## src/rtl/mem_stall_ctrl_if.sv

```systemverilog
// mem_stall_ctrl_if: MEM-stage decode inputs, slave acknowledges and stall-control outputs.
interface mem_stall_ctrl_if #(parameter int NUM_CS = 4);
    localparam int IW = $clog2(NUM_CS);
    logic              rden;
    logic              wren;
    logic [NUM_CS-1:0] cs;
    logic [NUM_CS-1:0] ack;
    logic              pc_wren;
    logic              mem_ctrl_mux;
    logic              reg_ctrl_mux;
    logic              req_start;
    logic              bus_err;
    logic [IW-1:0]     sel_idx;
    modport master(
        input  rden, wren, cs, ack,
        output pc_wren, mem_ctrl_mux, reg_ctrl_mux, req_start, sel_idx, bus_err
    );
    modport slave(
        output rden, wren, cs, ack,
        input  pc_wren, mem_ctrl_mux, reg_ctrl_mux, req_start, sel_idx, bus_err
    );
endinterface

```

## src/rtl/mem_stall_ctrl.sv

```systemverilog
// mem_stall_ctrl: freezes PC/pipeline while a MEM access waits on a handshaked region,
// with wait timeout (bus_err) and a saturating stall-cycle counter.
module mem_stall_ctrl #(
    parameter int                NUM_CS         = 4,
    parameter logic [NUM_CS-1:0] STALL_MASK     = NUM_CS'(1),
    parameter int                TO_W           = 8,
    parameter int                TIMEOUT_CYCLES = 255,
    parameter int                CNT_W          = 32
) (
    input  logic              clk,
    input  logic              rstn,
    mem_stall_ctrl_if.master  bus,
    input  logic              stat_clr,
    output logic [CNT_W-1:0]  stall_cnt
);
    localparam int IW = $clog2(NUM_CS);
    typedef enum logic [1:0] {PROCESS, STALL, ERROR} state_t;
    state_t            state, nxt;
    logic [NUM_CS-1:0] hit;
    logic              stall_cond, acked, timeout, pc_wren;
    logic [IW-1:0]     p, sel_idx;
    logic [TO_W-1:0]   wait_cnt;
    assign hit        = bus.cs & STALL_MASK;
    assign stall_cond = (bus.rden | bus.wren) & |hit;
    // only the latched region's acknowledge can release the stall
    assign acked      = bus.ack[sel_idx];
    assign timeout    = (TIMEOUT_CYCLES != 0) && (wait_cnt == TO_W'(TIMEOUT_CYCLES - 1));
    assign bus.sel_idx = sel_idx;
    always_comb begin
        p = '0;
        for (int i = NUM_CS - 1; i >= 0; i--)
            if (hit[i]) p = IW'(i);
    end
    always_ff @(posedge clk or negedge rstn)
        if (!rstn) state <= PROCESS;
        else       state <= nxt;
    always_comb
        nxt = state == PROCESS ? (stall_cond ? STALL : PROCESS) :
              state == STALL   ? (acked ? PROCESS : timeout ? ERROR : STALL) : PROCESS;
    always_comb begin
        pc_wren          = state == PROCESS ? !stall_cond : state == STALL ? acked : 1'b1;
        bus.pc_wren      = pc_wren;
        bus.reg_ctrl_mux = !pc_wren;
        bus.mem_ctrl_mux = state != PROCESS;
        bus.req_start    = state == PROCESS && stall_cond;
        bus.bus_err      = state == ERROR;
    end
    always_ff @(posedge clk or negedge rstn)
        if (!rstn) begin
            sel_idx  <= '0;
            wait_cnt <= '0;
        end else if (state == PROCESS && stall_cond) begin
            sel_idx  <= p;
            wait_cnt <= '0;
        end else if (state == STALL && !acked && !timeout) begin
            wait_cnt <= wait_cnt + 1'b1;
        end
    always_ff @(posedge clk or negedge rstn)
        if (!rstn)                         stall_cnt <= '0;
        else if (stat_clr)                 stall_cnt <= '0;
        else if (!pc_wren && ~&stall_cnt)  stall_cnt <= stall_cnt + 1'b1;
endmodule

```

## src/flat_wrapper.sv

```systemverilog
// flat-port wrapper written by rule: the top's interface ports become plain ports
module mem_stall_ctrl_flat 
#(
    parameter int                NUM_CS         = 4,
    parameter logic [NUM_CS-1:0] STALL_MASK     = NUM_CS'(1),
    parameter int                TO_W           = 8,
    parameter int                TIMEOUT_CYCLES = 255,
    parameter int                CNT_W          = 32
)
  (clk, rstn, stat_clr, stall_cnt, bus_rden, bus_wren, bus_cs, bus_ack, bus_pc_wren, bus_mem_ctrl_mux, bus_reg_ctrl_mux, bus_req_start, bus_sel_idx, bus_bus_err);
  mem_stall_ctrl_if #(.NUM_CS(NUM_CS)) bus_i ();
  input  logic clk;
  input  logic rstn;
  input  logic stat_clr;
  output logic [CNT_W-1:0] stall_cnt;
  input wire logic [$bits(bus_i.rden)-1:0] bus_rden;
  input wire logic [$bits(bus_i.wren)-1:0] bus_wren;
  input wire logic [$bits(bus_i.cs)-1:0] bus_cs;
  input wire logic [$bits(bus_i.ack)-1:0] bus_ack;
  output wire logic [$bits(bus_i.pc_wren)-1:0] bus_pc_wren;
  output wire logic [$bits(bus_i.mem_ctrl_mux)-1:0] bus_mem_ctrl_mux;
  output wire logic [$bits(bus_i.reg_ctrl_mux)-1:0] bus_reg_ctrl_mux;
  output wire logic [$bits(bus_i.req_start)-1:0] bus_req_start;
  output wire logic [$bits(bus_i.sel_idx)-1:0] bus_sel_idx;
  output wire logic [$bits(bus_i.bus_err)-1:0] bus_bus_err;
  assign bus_i.rden = bus_rden;
  assign bus_i.wren = bus_wren;
  assign bus_i.cs = bus_cs;
  assign bus_i.ack = bus_ack;
  assign bus_pc_wren = bus_i.pc_wren;
  assign bus_mem_ctrl_mux = bus_i.mem_ctrl_mux;
  assign bus_reg_ctrl_mux = bus_i.reg_ctrl_mux;
  assign bus_req_start = bus_i.req_start;
  assign bus_sel_idx = bus_i.sel_idx;
  assign bus_bus_err = bus_i.bus_err;
  mem_stall_ctrl #(.NUM_CS(NUM_CS), .STALL_MASK(STALL_MASK), .TO_W(TO_W), .TIMEOUT_CYCLES(TIMEOUT_CYCLES), .CNT_W(CNT_W)) u_core (.clk(clk), .rstn(rstn), .bus(bus_i), .stat_clr(stat_clr), .stall_cnt(stall_cnt));
endmodule
```

## config.mk

```make
export PLATFORM = sky130hd
export DESIGN_NAME = mem_stall_ctrl_flat
export DESIGN_NICKNAME = d
export VERILOG_FILES = /design/src/rtl/mem_stall_ctrl_if.sv /design/src/rtl/mem_stall_ctrl.sv /design/src/flat_wrapper.sv
export SDC_FILE = /design/constraint.sdc
export NUM_CORES = 1
export LEC_CHECK = 0
export ABC_AREA = 1
export BUFFER_PORTS_ARGS = -buffer_cell sky130_fd_sc_hd__buf_2
export CAP_MARGIN = 15
export CORE_ASPECT_RATIO = 1.2
export CORE_MARGIN = 1.5
export CORE_UTILIZATION = 40
export DETAILED_ROUTE_END_ITERATION = 10
export SYNTH_ARGS = -nofsm -noshare
export SYNTH_HDL_FRONTEND = slang
export SYNTH_SLANG_ARGS = --single-unit
```

## constraint.sdc

```tcl
create_clock -name clk -period 1.56 [get_ports clk]
set_input_delay 0.078 -clock clk [delete_from_list [all_inputs] [get_ports clk]]
set_output_delay 0.078 -clock clk [all_outputs]
set_load 0.02 [all_outputs]
```

== Word-level counts from Yosys, hierarchy flattened ==
Cells that the tools add are included.

* Add/sub/neg operators: 2
* Equality and inequality tests: 3
* Mux-type cells: 11
* Bitwise logic cells: 2
* Reduce and logical (&&, ||, !) cells: 14

{| class="wikitable"
|+ Operators with widths
! kind !! number
|-
| two-way mux 32 bit || 2
|-
| adder 32 x 1 -> 32 bit (second input constant) || 1
|-
| AND reduction 32 bit || 1
|-
| two-way mux 8 bit || 2
|-
| adder 8 x 1 -> 8 bit (second input constant) || 1
|-
| == test 8 bit (second input constant) || 1
|-
| two-way mux 2 bit || 4
|-
| nonzero test 2 bit || 3
|-
| logical NOT 1 bit || 5
|-
| logical AND 1 bit || 4
|-
| two-way mux 1 bit || 3
|-
| == test 2 x 1 -> 1 bit (second input constant) || 1
|-
| == test 2 bit (second input constant) || 1
|-
| logical NOT 2 bit || 1
|-
| AND 1 bit || 1
|-
| OR 1 bit || 1
|}

* Register bits: 42
* Bits of input ports: 13
* Output and inout port bits: 39
* Word-level logic and storage cells: 35

== Depth between registers and ports, before layout ==
* Depth in word-level cells: 8
* Depth in mapped cells: 12
* Depth with buffers taken out: 11

== Worst setup path before layout ==
No wires, ideal clock.

* Kind: register -> register
* Start point: reg u_core.stall_cnt[1]
* End point: reg u_core.stall_cnt[20]
* Setup time: 117 ps
* Arrival: 1670 ps
* Data required time: 1443 ps
* Setup slack: -227 ps
* Stages on the path, launching flop included: 12
* Path buffers: 1
* Cells stage by stage: dfrtp_1 > ha_1 > nand2_1 > nor2_4 > nand2_4 > nor2_8 > nand2_1 > nand2_1 > nand2_2 > buf_2 > nand3_1 > nand2_1

* Longest elaborated chain between the ends: 4
* Elaborated cells between the ends (all ways): 7
* Classes of those cells: add/sub: 1; mux: 2; reduce/logical: 4

{| class="wikitable"
|+ RTL lines
! item !! RTL line !! text
|-
| start, declared || mem_stall_ctrl.sv:14 || <nowiki>output logic [CNT_W-1:0] stall_cnt</nowiki>
|-
| start signal, assigned || mem_stall_ctrl.sv:61 || <nowiki>else if (!pc_wren && ~&stall_cnt) stall_cnt <= stall_cnt + 1'b1;</nowiki>
|-
| parallel branches: the longest is 4 deep, another holds adder 32 x 1 -> 32 bit || n/a ||
|}

Parallel ways; which one is timed is not known. The select of a mux whose other input is x is not followed.
A chain may end at the register's enable or synchronous reset.

== Worst setup path in the final report ==
* Start point: reg u_core.stall_cnt[1]
* End point: reg u_core.stall_cnt[3]

The elaborated chain is that of the path after synthesis.

==> impl_metrics.toml <==
[clock_network]
cts.clk_slew.worst_paths_ns = 0.09
cts_buffer_depth = 2
cts_buffers = 5
cts_root_buf = "clkbuf_8"
cts_sinks = 42
htreeDepth = 2
clock_latency_ns = 0.30
cts_tree = "done"

[sta]
maxSlewHeadroom_pct = 64.9
finalSetupViolations = 18
hold_viol_final = 0
clock_skew_ns = 0.0127
maxSlewViolCount = 0
tightest_slew_ns = 0.527
tns_ns = -0.608
rsz0062_at_grt = "yes"
fin_crit_sh_pct = 103
fin_crit_ns = 1.61
fin_ws_ns = -0.0528
max_freq_mhz = 620

[synthesis]
syn_avg_cell_area_sq_um = 6.64
synth_area_leaders = "dfrtp_1 38%, nand2_1 22%, nor2_1 8.0%"
netlist.area_leader.share_pct = 38.0
synth_area_sq_um = 2770
synth_cell_types = 33
synth_most_common_cell = "nand2_1"
ys_ff_latch = 42
ys_async_sr_fraction_pct = 100
synth_edf_count = 0
synth_common_cells = "162 x nand2_1, 59 x nor2_1, 42 x dfrtp_1"
syn_inst = 417
seq_area_frac_synth_pct = 38.0
ys_warn_count = 0
synth_top_area_cell = "dfrtp_1"
synth_flop_cell = "dfrtp_1"

[worst_setup_path]
cp_data_required_time_ns = 1.74
critPathLaunchType = "flop"
reg2reg_depth = 11
critPathLaunch = "u_core.stall_cnt[1]"
critical_path.max_fanout = 12
end_kind = "flop"
critPathCapture = "u_core.stall_cnt[3]"
r2r_end = "u_core.stall_cnt[3]"
crit_type = "reg -> reg"
r2r_setup_slack_ns = -0.05
crit_arrival_ns = 1.80
r2r-start = "u_core.stall_cnt[1]"

[power]
cellLeakagePower_nw = 1.95
clkPwrFrac_pct = 33.1
switching_share_pct = 30.0
pwr-share-comb_pct = 16.7
power.internal_mw = 1.62
power.density_nw_per_um2 = 614
vdd_ir_drop_max_mv = 0.541
p_switching_uw = 694
seqPwrFrac_pct = 50.3

[global_route]
grt-ovfl-total = 0
antenna_found_initial = 0
grt_pass1_vias = 2867
grt_max_degree = 28
grt_pass1_wl_microns = 13400
track_usage_pct = 23.1

[die]
io_pins = 52
rows = 33
start_util_pct = 40.9
dieArea_sq_um = 7430
fp.dieH_microns = 94.1
core_sq_um = 6770
die_w_microns = 79.0

[status]
status = "finished with violations"
violations = "setup timing"

[worst_hold_path]
hold_class = "in -> reg"
min_from = "bus_ack[0]"

[routing]
firstDrtPassIters = 4
route.vias.total = 2968
drt_wl_total_microns = 7770
drt-vias-per-instance = 4.88
drtIter0Drc = 153
post-route-drc-count = 0
wl_per_cell_microns = 12.8
ant_nets = 0

[layout]
antenna_cells = 0
fin_nets = 536
area_growth_pct = 35.9
drive_gt1_share_pct = 29.2
final_cell_count_no_fill = 608

[place]
hpwl_microns = 5800
io_buffer_count = 43
gp_congestion = 0.882
dpl.cell_count = 597

[flow_run]
cap_violations = 0
-- cell type report --
class                           count  area [sq um]
Multi-Input combinational cell    324          1600
Sequential cell                    42          1060
Clock inverter                      2          12.5
Tap cell                           87           109
Fill cell                         689          3010
Timing Repair Buffer              105           726
Clock buffer                        6          82.6
Inverter                           42           170
-- sequential cells by signal, indices dropped and copies added (netlist names) --
name              cells
u_core.stall_cnt     32
u_core.state          2
u_core.wait_cnt       8
-- power by group through the flow --
| stage | logic, mW | clock network, mW | registers (mW) |
|---|---|---|---|
| after floorplan | 0.214 | 0 | 1.18 |
| after global placement | 0.350 | 0 | 1.18 |
| after detailed placement | 0.356 | 0 | 1.18 |
| after CTS | 0.380 | 0.790 | 1.16 |
| after global routing | 0.433 | 0.834 | 1.17 |
| final | 0.386 | 0.765 | 1.16 |
-- how the worst min path moves through the flow --
| stage | end | slack (ns) | cells after the start |
|---|---|---|---|
| 6_report | u_core.state[1] | 0.06 | 4 |
| 5_1_grt | u_core.state[1] | 0.09 | 4 |
| 4_1_cts | u_core.state[1] | 0.06 | 4 |
| 3_5_place_dp | u_core.stall_cnt[30] | 0.09 | 1 |
| 3_3_place_gp | u_core.stall_cnt[30] | 0.09 | 1 |
| 2_1_floorplan | u_core.stall_cnt[0] | -0.22 | 0 |
-- layer usage --
layer  global-route usage [%]  vias up  share of wire [%]
li1                         -     1520                  -
met1                     28.8     1369                 44
met2                     40.8       66                 50
met3                     3.40       13                4.3
met4                     7.31        0                1.7
met5                        0        -                  0
-- cell families (layout without fill, tap and decap cells) --
family	Yosys count	count (layout)	synth area share, %
XOR/XNOR	14	14	4.43
flip-flops	42	42	38.0
other	1	2	0.135
buffers and inverters	52	155	8.18
AND/OR/NAND/NOR	281	281	43.1
adder cells (fa/ha/maj)	3	3	1.36
AO/OA/AOI/OAI	24	24	4.83
-- worst max-delay path, cell delays in order, from the launching register on --
cell     delay, ns
dfrtp_2       0.41
ha_4          0.16
nand2_4       0.05
nor2_4        0.16
nand2_4       0.09
nor2_8        0.10
nand2_2       0.07
nand2_2       0.09
nand2_4       0.10
buf_8         0.16
nand2_1       0.05
o21ai_1       0.05
-- timing repair --
action | 4_1_cts | 5_1_grt
pin swaps | 10 | 1
gates resized for setup | 12 | 14
endpoints found under the setup margin | 32 | 34
endpoints found under the hold margin | 20 | 0
hold buffers | 1 | 0
setup buffers | 1 | 1
-- metrics by stage --
stage	hold WS [ns]	utilization, %	area, sq um	setup slack (ns)	total power, mW
6_report	0.0637	55.6	3760	-0.0528	2.31
5_1_grt	0.0898	55.6	3760	-0.148	2.44
4_1_cts	0.0610	54.8	3710	-0.0407	2.33
3_5_place_dp	0.0922	52.4	3550	-0.0646	1.54
3_3_place_gp	0.0883	52.4	3550	-0.0286	1.53
2_1_floorplan	-0.218	-	2830	-0.0791	1.40
-- placed cells by master (no fill, tap or decap), drive strengths merged --
cell type / Yosys / final
nand2: 164 / 164
buf: 8 / 104
nor2: 64 / 64
dfrtp: 42 / 42
inv: 40 / 40
nand3: 36 / 36
nand4: 13 / 13
o21ai: 12 / 12
xor2: 9 / 9
a21oi: 8 / 8
clkbuf: 2 / 6
xnor2: 5 / 5
ha: 3 / 3
clkinv: 2 / 3
o31ai: 2 / 2
conb: 1 / 2
o22ai: 1 / 1
and2: 1 / 1
nor3: 1 / 1
nand3b: 1 / 1
or2: 1 / 1
a31o: 1 / 1
clkinvlp: 0 / 1
dlygate4sd3: 0 / 1
Note: power is estimated with default switching activity, not from simulation.
